`src/rtl/store_buffer.sv`:
```
// Store buffer between execute and data RAM: queues stores, drains them in order
// through a valid/ack handshake and forwards pending data to loads.
module store_buffer #(
    parameter int DEPTH  = 4,
    parameter int ADDR_W = 8,
    parameter int DATA_W = 8
) (
    input  logic                     clk,
    input  logic                     rst_n,
    input  logic                     st_valid,
    input  logic [ADDR_W-1:0]        st_addr,
    input  logic [DATA_W-1:0]        st_data,
    output logic                     st_ready,
    input  logic [ADDR_W-1:0]        ld_addr,
    output logic                     ld_hit,
    output logic [DATA_W-1:0]        ld_data,
    output logic                     mem_we,
    output logic [ADDR_W-1:0]        mem_addr,
    output logic [DATA_W-1:0]        mem_wdata,
    input  logic                     mem_ack,
    output logic [$clog2(DEPTH):0]   count,
    output logic                     empty
);

    localparam int PTR_W = $clog2(DEPTH);
    localparam int CNT_W = PTR_W + 1;
    localparam logic [CNT_W-1:0] FULL_CNT = CNT_W'(DEPTH);

    logic [ADDR_W-1:0] addr_q [DEPTH];
    logic [DATA_W-1:0] data_q [DEPTH];
    logic [DEPTH-1:0]  valid_q;
    logic [PTR_W-1:0]  wr_ptr;
    logic [PTR_W-1:0]  rd_ptr;
    logic [CNT_W-1:0]  count_q;
    logic [PTR_W-1:0]  fwd_idx;
    logic              full;
    logic              push;
    logic              pop;

    assign full      = (count_q == FULL_CNT);
    assign empty     = (count_q == '0);
    assign st_ready  = !full;
    assign mem_we    = !empty;
    assign push      = st_valid && !full;
    assign pop       = mem_we && mem_ack;
    assign count     = count_q;
    assign mem_addr  = mem_we ? addr_q[rd_ptr] : '0;
    assign mem_wdata = mem_we ? data_q[rd_ptr] : '0;

    always_ff @(posedge clk or negedge rst_n) begin
        if (!rst_n) begin
            wr_ptr  <= '0;
            rd_ptr  <= '0;
            count_q <= '0;
            valid_q <= '0;
        end else begin
            if (push) begin
                wr_ptr          <= wr_ptr + PTR_W'(1);
                valid_q[wr_ptr] <= 1'b1;
            end
            // push and pop never address the same slot: push needs not-full, pop needs not-empty
            if (pop) begin
                rd_ptr          <= rd_ptr + PTR_W'(1);
                valid_q[rd_ptr] <= 1'b0;
            end
            case ({push, pop})
                2'b10:   count_q <= count_q + CNT_W'(1);
                2'b01:   count_q <= count_q - CNT_W'(1);
                default: count_q <= count_q;
            endcase
        end
    end

    // Payload storage needs no reset; it is only observed through valid/count gating.
    always_ff @(posedge clk) begin
        if (push) begin
            addr_q[wr_ptr] <= st_addr;
            data_q[wr_ptr] <= st_data;
        end
    end

    // Scan oldest to youngest so the last match (youngest store) wins.
    always_comb begin
        ld_hit  = 1'b0;
        ld_data = '0;
        fwd_idx = '0;
        for (int k = 0; k < DEPTH; k++) begin
            fwd_idx = rd_ptr + PTR_W'(k);
            if (valid_q[fwd_idx] && (addr_q[fwd_idx] == ld_addr)) begin
                ld_hit  = 1'b1;
                ld_data = data_q[fwd_idx];
            end
        end
    end

endmodule

```
`config.mk`:
```
export PLATFORM = sky130hd
export DESIGN_NAME = store_buffer
export DESIGN_NICKNAME = d
export VERILOG_FILES = /design/src/rtl/store_buffer.sv
export SDC_FILE = /design/constraint.sdc
export NUM_CORES = 1
export LEC_CHECK = 0
export CAP_MARGIN = 20
export CORE_UTILIZATION = 53
export CTS_BUF_LIST = sky130_fd_sc_hd__clkbuf_8
export DETAILED_ROUTE_END_ITERATION = 12
export MAX_ROUTING_LAYER = met4
export PLACE_DENSITY = 0.89
export SKIP_CTS_REPAIR_TIMING = 1
export SLEW_MARGIN = 20
export SYNTH_ARGS = -nofsm -noshare
export SYNTH_HDL_FRONTEND = slang
export SYNTH_SLANG_ARGS = --single-unit
```
`constraint.sdc`:
```
create_clock -name clk -period 4.03 [get_ports clk]
set_clock_uncertainty 0.2 [all_clocks]
set_input_delay 1.0075 -clock clk [delete_from_list [all_inputs] [get_ports clk]]
set_output_delay 1.0075 -clock clk [all_outputs]
set_load 0.02 [all_outputs]
```
# Yosys cells after proc, flatten, opt, wreduce, memory -nomap -nowiden
# Memory sizes are Yosys's and may differ from the RTL's.
# Index checks and enable logic that the tools add are counted.
[totals]
register_bits = 11
mem_bits_rw = 64
inputBits = 28
out_inout_bits = 31
elab_cells = 68
mem_count = 2
[classes]
addsub = 6
magnitude_cmp = 7
n_eq_ne = 7
mux = 27
n_bitwise = 3
reduce_logical = 12
[mem_list]
columns = ["name", "words", "width", "rd", "rd_clocked_by_memory_dff", "wr", "line_no", "text"]
rows = [
  ["addr_q", 4, 8, 4, 0, 1, "29", "logic [ADDR_W-1:0] addr_q [DEPTH];"],
  ["data_q", 4, 8, 4, 0, 1, "30", "logic [DATA_W-1:0] data_q [DEPTH];"],
]
[ops]
columns = ["op", "n"]
rows = [
  ["8-bit 2-to-1 mux", 6],
  ["8-bit == test", 4],
  ["2-bit by 3-bit < comparator with 1-bit output (second input constant)", 5],
  ["1-bit 2-to-1 mux", 12],
  ["1-bit binary-select mux with 2-bit select", 4],
  ["1-bit logical AND", 8],
  ["4-bit 2-to-1 mux", 2],
  ["3-bit one-hot mux with 2 select lines", 1],
  ["2-bit by 1-bit adder with 2-bit output (second input constant)", 2],
  ["2-bit adder (second input constant)", 2],
  ["4-bit AND", 1],
  ["1-bit demux with 2-bit select", 2],
  ["2-bit by 1-bit greater-or-equal comparator with 1-bit output (second input constant)", 2],
  ["4-bit NOT", 1],
  ["4-bit bitwise OR", 1],
  ["3-bit by 1-bit adder with 3-bit output (second input constant)", 1],
  ["3-bit == test (second input constant)", 1],
  ["3-bit zero test", 1],
  ["3-bit by 1-bit subtractor with 3-bit output (second input constant)", 1],
  ["2-bit by 1-bit == test with 1-bit output (second input constant)", 1],
  ["2-bit == test (second input constant)", 1],
  ["1-bit zero test", 2],
  ["2-bit nonzero test", 1],
]

# Depth between registers and ports, before layout
# Gate-level depths: netlist of the first run.
[logic_depth]
depth_word = 8
mapped_depth = 17
ltp_nobuf = 10

# Least setup slack after synthesis of the first run
# No wires, ideal clock.
[synth_timing]
path_type = "register to output"
startpoint = "register rd_ptr[0]"
endpoint = "output port ld_data[1]"
arrival_ns = 3.327
required_time_ns = 2.822
setup_slack_ns = -0.505
path_stages_with_launch = 17
n_path_buf = 7
path_cell_list = "dfrtp_1 > buf_6 > buf_12 > buf_4 > inv_1 > ha_1 > buf_2 > buf_4 > buf_6 > buf_6 > mux2i_1 > xnor2_1 > nor3_1 > o21bai_1 > nor2_1 > o21ai_0 > o21ai_0"
[synth_via]
word_cells_on_any_way = 25
cone_classes = "3 x add/sub; 4 x eq/ne; 12 x mux; 4 x reduce/logical; 2 x memory"
[synth_lines]
columns = ["element", "line_no", "text"]
rows = [
  ["start, declared", "33", "logic [PTR_W-1:0] rd_ptr;"],
  ["start signal, assigned", "63", "rd_ptr <= rd_ptr + PTR_W'(1);"],
  ["2-bit adder *", "88", "fwd_idx = rd_ptr + PTR_W'(k);"],
  ["via fwd_idx[0]", "35", "logic [PTR_W-1:0] fwd_idx;"],
  ["memory read 4 x 8 bit or 1-bit binary-select mux with 2-bit select (tied branches)", "--", ""],
  ["8-bit == test or 1-bit 2-to-1 mux (tied branches)", "89", "if (valid_q[fwd_idx] && (addr_q[fwd_idx] == ld_addr)) begin"],
  ["1-bit logical AND", "89", ""],
  ["8-bit 2-to-1 mux *", "89", ""],
  ["end, declared", "16", "output logic [DATA_W-1:0] ld_data,"],
]
# The timed path passes the listed nets; every way through them passes the cells marked *. The select of a mux whose other input is x is not followed.

# Final worst setup path of the first run
[layout_timing]
startpoint = "register rd_ptr[0]"
endpoint = "output port ld_data[2]"
# The elaborated chain is that of the path after synthesis.

==> metrics.csv, run 1 <==
stage,metric,value,unit
clock_tree,tritoncts.num_buffers,9,
logic_synthesis,synth-seq-cells,75,
final_layout,layout_area_overhead,31.6,%
status,failing_checks,negative setup slack,
setup_path,crit_path_cell_trace,inv_4 -> ha_4 -> buf_6 -> buf_8 -> mux4_2 -> xnor2_2 -> and4_1 -> o2111a_2 -> or4_4 -> o22ai_1 -> a21oi_2 -> clkbuf_2,
setup_path,worst-endpoint-arrival,3.22,ns
setup_path,setup.worst_path.class,flop to output port,
logic_synthesis,ys_top_cells_by_area,"edfxtp_1 37%, mux4_2 11%, xnor2_1 6.8%, mux4_1 6.1%, mux2i_1 5.7%",
final_layout,nNetsFinal,554,
flow_run,drv.max_cap_violation_count,0,
grt,grt.overflow.total,0,
logic_synthesis,edff_count_synth,64,
grt,grt_start_max_net_pins,47,
pwr,power.switching_fraction,41.4,%
sta,timing.final.hold_violations,0,
final_layout,antenna_diode_instance_count,0,
clock_tree,clock_insertion_delay_worst_skew,0.36,ns
detailed_routing,antenna_left,0,
pwr,standby_leakage_power,2.60,nW
setup_path,worst_ep_required_time,2.82,ns
place,detailed_place_hpwl,9310,µm
final_layout,drive_gt1_share,36.3,%
logic_synthesis,ys.warnings.count,0,
grt,grt_pass1_wl,19700,µm
clock_tree,cts_tree,yes,
setup_path,worst-path-buf-inv,4,
detailed_routing,wirelength,13400,µm
clock_tree,numClockSinks,75,
detailed_routing,route.detailed.drc,0,
logic_synthesis,syn_avg_cell_area,13.0,µm²
sta,finalWorstPathRequiredPeriod,4.43,ns
clock_tree,htree_levels,3,
sta,setup_viol,9,
setup_path,start_kind,flop,
detailed_routing,wl_per_cell,20.5,µm
pwr,pwr_density_cell,820,mW/mm²
floorplanning,num_io_pins,59,
pwr,clock_power_share,9.7,%
place,place_congestion,0.879,
pwr,pwr-share-seq,21.6,%
detailed_routing,firstDrtPassIters,4,
pwr,share_of_power_burned_in_combinational_logic,68.7,%
pwr,power.switching,2.29,mW
logic_synthesis,postSynthNetCount,434,
logic_synthesis,syn-instance-count,396,
sta,setup_tns,-3.11,ns
floorplanning,die-height,100,µm
floorplanning,die-area,0.0101,mm²
clock_tree,clock_path_buffers,2,
sta,setup_repair_after_global_routing_missed_its_margin,yes,
clock_tree,clock_slew_at_the_register_clock_pins_of_the_worst_setup_and_hold_paths,0.08,ns
setup_path,critical_path.endpoint_type,output port,
setup_path,critical_path.max_stage_delay,0.50,ns
sta,timing_max_transition_violations_final,0,
pwr,irDropWorstVdd,0.557,mV
min_path,worstHoldPathType,flop to flop,
pwr,cell_internal_pwr,3.25,mW
detailed_routing,vias_per_cell,6.11,
setup_path,crit_family,simple AND/OR/NAND/NOR gates,
detailed_routing,drt_first_iter_violations,250,
setup_path,critical_path.max_fanout,8,
clock_tree,clock_tree.root_cell,clkbuf_8,
final_layout,fill_cells,617,
logic_synthesis,ys_async_sr_fraction,14.7,%
logic_synthesis,yosys_most_used_dff,edfxtp_1,
pwr,fin_total_pwr,5.54,mW
grt,first_global_vias,3818,
sta,post-route-period-util,110,%
floorplanning,fp.dieW,100,µm
sta,max-slew-margin-rel,66.0,%
sta,max_slew.worst_pin.slew,0.510,ns
logic_synthesis,yosys.cell_types.count,53,
status,status,"finished, violations left",
grt,initial_antenna_violation_count,0,
sta,fin_ws,-0.396,ns
floorplanning,rows,35,
place,dp_worst_setup_slack,-0.897,ns
floorplanning,core,0.00933,mm²
logic_synthesis,synthDominantAreaCellType,edfxtp_1,
detailed_routing,detailroute.via_count,3971,
grt,grtUsageTotal,27.2,%
sta,max_freq,226,MHz
logic_synthesis,yosysSeqAreaShare,42.8,%
logic_synthesis,post-synth-top-area-fraction,37.4,%
setup_path,cpMaxStageDelayCell,or4_4,
floorplanning,floorplan.initialDensity,55.1,%
logic_synthesis,mappedNetlistArea,0.00514,mm²
place,port_buffers,58,
kinds of logic (layout without fill, tap and decap cells):
kind of cell	after synthesis	count (layout)	share of synthesized area [%]
AND/OR/NAND/NOR	88	88	8.91
multiplexers	76	76	25.2
flip-flops	75	75	42.8
AO/OA/AOI/OAI	62	62	8.57
XOR/XNOR	44	44	7.50
buffers and inverters	41	166	4.51
adder cells (fa/ha/maj)	10	10	2.58
layout make-up:
class                      count  area [µm²]  share of cell area [%]
multi-input combinational    280        2910                    43.1
clock inverter                 7        60.1                   0.889
tap                          129         161                    2.39
clock buffer                   9         124                    1.83
sequential                    75        2200                    32.6
inverter                      10        40.0                   0.592
timing repair buffer         140        1260                    18.6
sequential cells by signal (all words and copies together), names as in the netlist:
register and flops:
count 3, wr_ptr 2, rd_ptr 2, addr_q 32, valid_q 4, data_q 32
Yosys cell counts, types with 5 or more instances:
cell and instances:
dfrtp_1 11, inv_1 9, a2bb2oi_1 9, a21oi_1 10, mux4_2 25, nand3_1 8, mux2_2 9, buf_2 9
mux2i_1 29, nand2_1 20, clkbuf_1 10, o21ai_0 15, xnor2_1 40, edfxtp_1 64, and3_1 8, ha_1 9
nor2b_1 10, and2_1 5, nor2_1 15, mux4_1 12, nor3_1 9
worst reg2reg max path, stage by stage (launching register included):
cell and delay (ns):
dfrtp_1 0.44, inv_1 0.12, nand3_1 0.18, and2_1 0.27, inv_1 0.07, ha_1 0.17, inv_1 0.06, fa_1 0.37
xor2_1 0.15, nor2_1 0.13, xor2_1 0.16
routing by layer:
metal  global-route usage [%]  wire length (µm)  vias up
met4                     10.4               548        0
met2                     43.3              6520      168
met1                     35.7              5440     1982
met5                        -                 0        -
li1                         -                 -     1774
met3                     4.02               841       47
placed cells by master (no fill, tap or decap), types with 7 or more instances in the layout:
| cell type | n |
|---|---|
| mux4_2 | 26 |
| and3_1 | 8 |
| nor2b_1 | 10 |
| o21ai_0 | 10 |
| nand3_1 | 7 |
| a21oi_1 | 8 |
| clkdlybuf4s50_1 | 44 |
| edfxtp_1 | 64 |
| mux4_1 | 11 |
| nand2_1 | 19 |
| dfrtp_1 | 10 |
| nor2_1 | 14 |
| ha_1 | 8 |
| buf_4 | 74 |
| inv_1 | 8 |
| clkbuf_8 | 9 |
| xnor2_1 | 34 |
| buf_6 | 12 |
| mux2_2 | 9 |
| mux2i_1 | 26 |
power groups by stage:
stage	sequential [mW]	clock, mW	combinational, mW
CTS	1.19	0.546	3.44
finish	1.20	0.538	3.81
floorplan	1.18	0	2.41
detailed placement	1.20	0	3.41
global route	1.22	0.570	4.02
global placement	1.18	0	3.35
per-stage QoR:
stage | hold slack, ns | utilization (%) | instance area, µm² | std cells
finish | 0.357 | 72.5 | 6760 | 650
global route | 0.375 | 72.5 | 6760 | 650
detailed placement | 0.342 | 67.4 | 6290 | 621
CTS | 0.360 | 69.4 | 6470 | 637
global placement | 0.326 | 67.4 | 6290 | 621
floorplan | 0.334 | - | 5240 | 396
worst paths after layout:
check	from	end	slack [ns]	cells after the start
worst max-delay path	rd_ptr[0]	ld_data[2]	-0.40	12
worst min-delay path	count[2]	count[2]	0.36	1
worst max register to register	count[0]	count[2]	1.63	10
worst min register to register	count[2]	count[2]	0.36	1
max in group asynchronous	rst_n	rd_ptr[0]	2.50	1
min in group asynchronous	rst_n	wr_ptr[0]	0.76	1
(Power assumes the default switching activity.)
==> run 2, diff against run 1 <==
SLEW_MARGIN = unset   (was 20)
==> results of run 2 <==
Final layout, timing and power as in run 1 (identical DEF).
==> RTL change 1, RTL diff (flow settings as in run 1) <==
Set the parameter `ADDR_W` to 7 (it was 8).
--- a/src/rtl/store_buffer.sv
+++ b/src/rtl/store_buffer.sv
@@ -4,3 +4,3 @@
     parameter int DEPTH  = 4,
-    parameter int ADDR_W = 8,
+    parameter int ADDR_W = 7,
     parameter int DATA_W = 8
Interface: changed (resized ld_addr, mem_addr and st_addr); port bits go from 59 to 56. No check against the original RTL was run, so the function may have changed too.
==> RTL change 1 against run 1 <==
The flow finishes with violations (DRC, setup timing); maximum frequency fell by 6.6%; total power fell by 2.9%; critical path type unchanged; worst setup slack got worse by 0.31 ns; combinational power fell by 3%; area after synthesis fell by 5.2%; design area fell by 7.6%; highest routed layer unchanged; synthesized cell count fell by 5.6%; routed wire length fell by 3.0%; final cell count fell by 9.4%; sequential cell count fell by 4; die area fell by 5.1%.
==> RTL change 1: results (changes against run 1) <==
[outcome]
status=finished with violations
violations=DRC, setup timing

[cells_and_area]
nFillCells=529  ; -14%
reg_top3=data_q (32), addr_q (28), valid_q (4)
final_layout_size_suffix_gt1_share_pct=33.96  ; -2.3 points
nNetsFinal=511  ; -7.8%

[place]
dpl.hpwl_um=8507  ; -8.6%
pre_cts_slack_ns=-0.9804  ; -0.08373 ns
dp.cells=564  ; -9.2%
placed_cell_area_mm2=0.005898  ; -6.2%
numPortBuffers=55  ; -5.2%
gp_congestion=0.9505  ; +8.2%

[grt]
grt_max_degree=50  ; +6.4%
grt_pass1_vias=3718  ; -2.6%
antenna_found_initial=1  ; +1
grt_pass1_wl_um=18940  ; -4.1%
gr-usage-all-layers_pct=26.76  ; -0.47 points

[clock_network]
numCtsBuffers=9  ; unchanged
ctsLongestPathBuffers=2  ; unchanged
clk_latency_ns=0.35
clk_pin_slew_ns=0.08  ; about the same
htree_levels=3  ; unchanged
cts_root_buffer=clkbuf_8

[logic_synthesis]
synth_nets=410  ; -5.5%
synth_edf_count=60  ; -6.3%
synth_cell_type_count=49  ; -7.5%
synth.area.top_cells=edfxtp_1, mux4_2, mux2i_1
synthTopCellsByCount=edfxtp_1, mux4_2, mux2i_1, nor2_1, a21oi_1
synth_area_per_cell_um2=13.02  ; +0.39%
ys_seq_area_share_pct=42.64  ; -0.13 points
synth-async-reset-ratio_pct=15.49  ; +0.83 points

[setup_path]
cp_top_family=simple AND/OR/NAND/NOR gates
cp_max_fo=8  ; unchanged
cp_slowest_cell=mux4_2
arrival_ns=3.53  ; +0.31 ns
crit_path_max_incr_delay_ns=0.54  ; +0.04 ns

[timing]
relSlewSlack_pct=63.94  ; -2.0 points
setup_tns_ns=-5.744  ; -2.634 ns
setup_viol=16  ; +7
finalWorstSetupSlack_ns=-0.7077  ; -0.3113 ns
max_clock_freq_mhz=211.1  ; -6.6%

[power_and_ir_drop]
power.leakage_nw=2.307  ; -11%
vdd_drop_max_uv=458.6  ; -18%

[routing]
wl_per_cell_um=21.99  ; +7.1%
vias=3812  ; -4.0%
drtIter0Drc=397  ; +59%
first_pass_iters=9  ; +5
post-route-drc-count=3  ; +3
viasPerCell=6.472  ; +5.9%

[hold_path]
hp-class=register to register

==> RTL change 1: logic make-up (layout without fill, tap and decap cells) <==
logic type	count (synthesis)	count (layout)	share of synthesized area, %
buf+inv	38	143	4.675
simple gates	83	84	9.401
compound gates	67	67	10.94
mux	72	72	23.68
fa+ha+maj	10	10	2.723
xor+xnor	33	33	5.934
other cells	0	1	0
flops	71	71	42.64
==> RTL change 1: report_power, final <==
part	switching, mW	internal [mW]	leakage, nW
Clock	0.278	0.288	0.0985
Combinational	1.87	1.80	1.53
Sequential	0.143	0.998	0.679
Total	2.30	3.09	2.31
==> RTL change 1: path summary, 6_finish.rpt <==
kind | slack (ns) | to | cells after the start | startpoint
max | -0.71 | ld_data[7] | 11 | rd_ptr[0]$_DFFE_PN0N_
min | 0.32 | count[0]$_DFFE_PN0P_ | 1 | count[0]$_DFFE_PN0P_
max reg2reg | 1.69 | count[2]$_DFFE_PN0P_ | 10 | count[1]$_DFFE_PN0P_
min reg2reg | 0.32 | count[0]$_DFFE_PN0P_ | 1 | count[0]$_DFFE_PN0P_
max in group asynchronous | 2.46 | rd_ptr[0]$_DFFE_PN0N_ | 1 | rst_n
min in group asynchronous | 0.79 | wr_ptr[0]$_DFFE_PN0N_ | 1 | rst_n
==> RTL change 1: routing by layer <==
layer	global-route usage (%)	wire, um	vias to the layer above
met2	44.10	6454	221
met1	32.54	5016	1877
met3	4.366	924	60
met4	12.00	560	0
met5	-	0	-
li1	-	-	1654
==> RTL change 1: layout make-up <==
type                    instances  area (um^2)  area share, %
repair buffers                117         1056          16.90
clock buffers                   9        123.9          1.983
multi-input cells             266         2734          43.76
flip-flops and latches         71         2081          33.31
well taps                     108        135.1          2.163
inverters                      10        41.29         0.6609
diodes                          1        2.502        0.04006
clock inverters                 7        73.82          1.182
==> RTL change 2, RTL diff (settings of run 1) <==
Without the edit above. Make the reset (`rst_n`) synchronous in one clocked block.
--- a/src/rtl/store_buffer.sv
+++ b/src/rtl/store_buffer.sv
@@ -49,3 +49,3 @@
 
-    always_ff @(posedge clk or negedge rst_n) begin
+    always_ff @(posedge clk) begin
         if (!rst_n) begin
Formal check against the unedited RTL: differs if rst_n is asserted again (counterexample within 4 cycles, from zero or initial values and one cycle with rst_n low); with rst_n held inactive, the same outputs for 4 cycles.
==> RTL change 2 against run 1 <==
The run still ends with setup timing left; area after synthesis up 1.4%; total power fell by 24%; worst setup slack gained 0.13 ns; routed wire length fell by 5.1%; register-to-register slack got worse by 0.12 ns; sequential cell count grew 2; critical path depth is the same; design area decreased by 0.48%; largest cell class unchanged.
==> RTL change 2: results (changes against run 1) <==
[logic_synthesis]
synth.area.top_cells=edfxtp_1, mux4_2, mux4_1
synth-async-reset-ratio_pct=0  ; -15 points
synthTopCellsByCount=edfxtp_1, mux4_2, xnor2_1
ys_seq_area_share_pct=41.89  ; -0.87 points
synthAdderAreaFrac_pct=2.546  ; -0.035 points

[timing]
setup_viol=9  ; unchanged
finalWorstSetupSlack_ns=-0.2643  ; +0.1322 ns

[place]
dpl.hpwl_um=8163  ; -12%
dp.cells=542  ; -13%

[cells_and_area]
regArea_mm2=0.002187  ; -0.63%
multi_input_area_mm2=0.002973  ; +2.0%
nNetsFinal=476  ; -14%

[routing]
dr_wl_met2_um=6611  ; +1.3%
first_pass_iters=7  ; +3

[power_and_ir_drop]
power.leakage_nw=2.357  ; -9.4%
vdd_drop_max_uv=468.5  ; -16%
p_comb_mw=2.50  ; -34%
p_sw_mw=1.505  ; -34%

[outcome]
status=finished with violations
violations=setup timing

[setup_path]
crit_end=ld_data[0]
crit_path_max_incr_delay_ns=0.54  ; +0.04 ns

[grt]
met1_usage_pct=32.65  ; -3.1 points
grt_pass1_vias=3494  ; -8.5%

[hold_path]
min_path_cells=2  ; +1
holdPathEnd=count[2]$_SDFFE_PN0P_

## RTL change 2: changes by cell type after synthesis, sizes merged, moves of 10 or more
| cell | run 1 | this run |
|---|---|---|
| mux4 | 37 | 64 |
| nor2b | 10 | 27 |
| dfxtp | 0 | 13 |
| nor2 | 15 | 3 |
| dfrtp | 11 | 0 |
| nand2 | 20 | 9 |
| xnor2 | 40 | 30 |
## RTL change 2: per-stage QoR
| stage | area (um^2) | TNS [ns] | worst slack, ns | hold slack [ns] |
|---|---|---|---|---|
| 2_1_floorplan | 5226 | 0 | 0.02174 | 0.3140 |
| 3_3_place_gp | 6180 | -4.929 | -0.6142 | 0.3260 |
| 3_5_place_dp | 6180 | -5.409 | -0.6342 | 0.3555 |
| 4_1_cts | 6417 | -6.751 | -0.8216 | 0.3720 |
| 5_1_grt | 6726 | -2.744 | -0.3884 | 0.4046 |
| 6_report | 6726 | -1.618 | -0.2643 | 0.3779 |
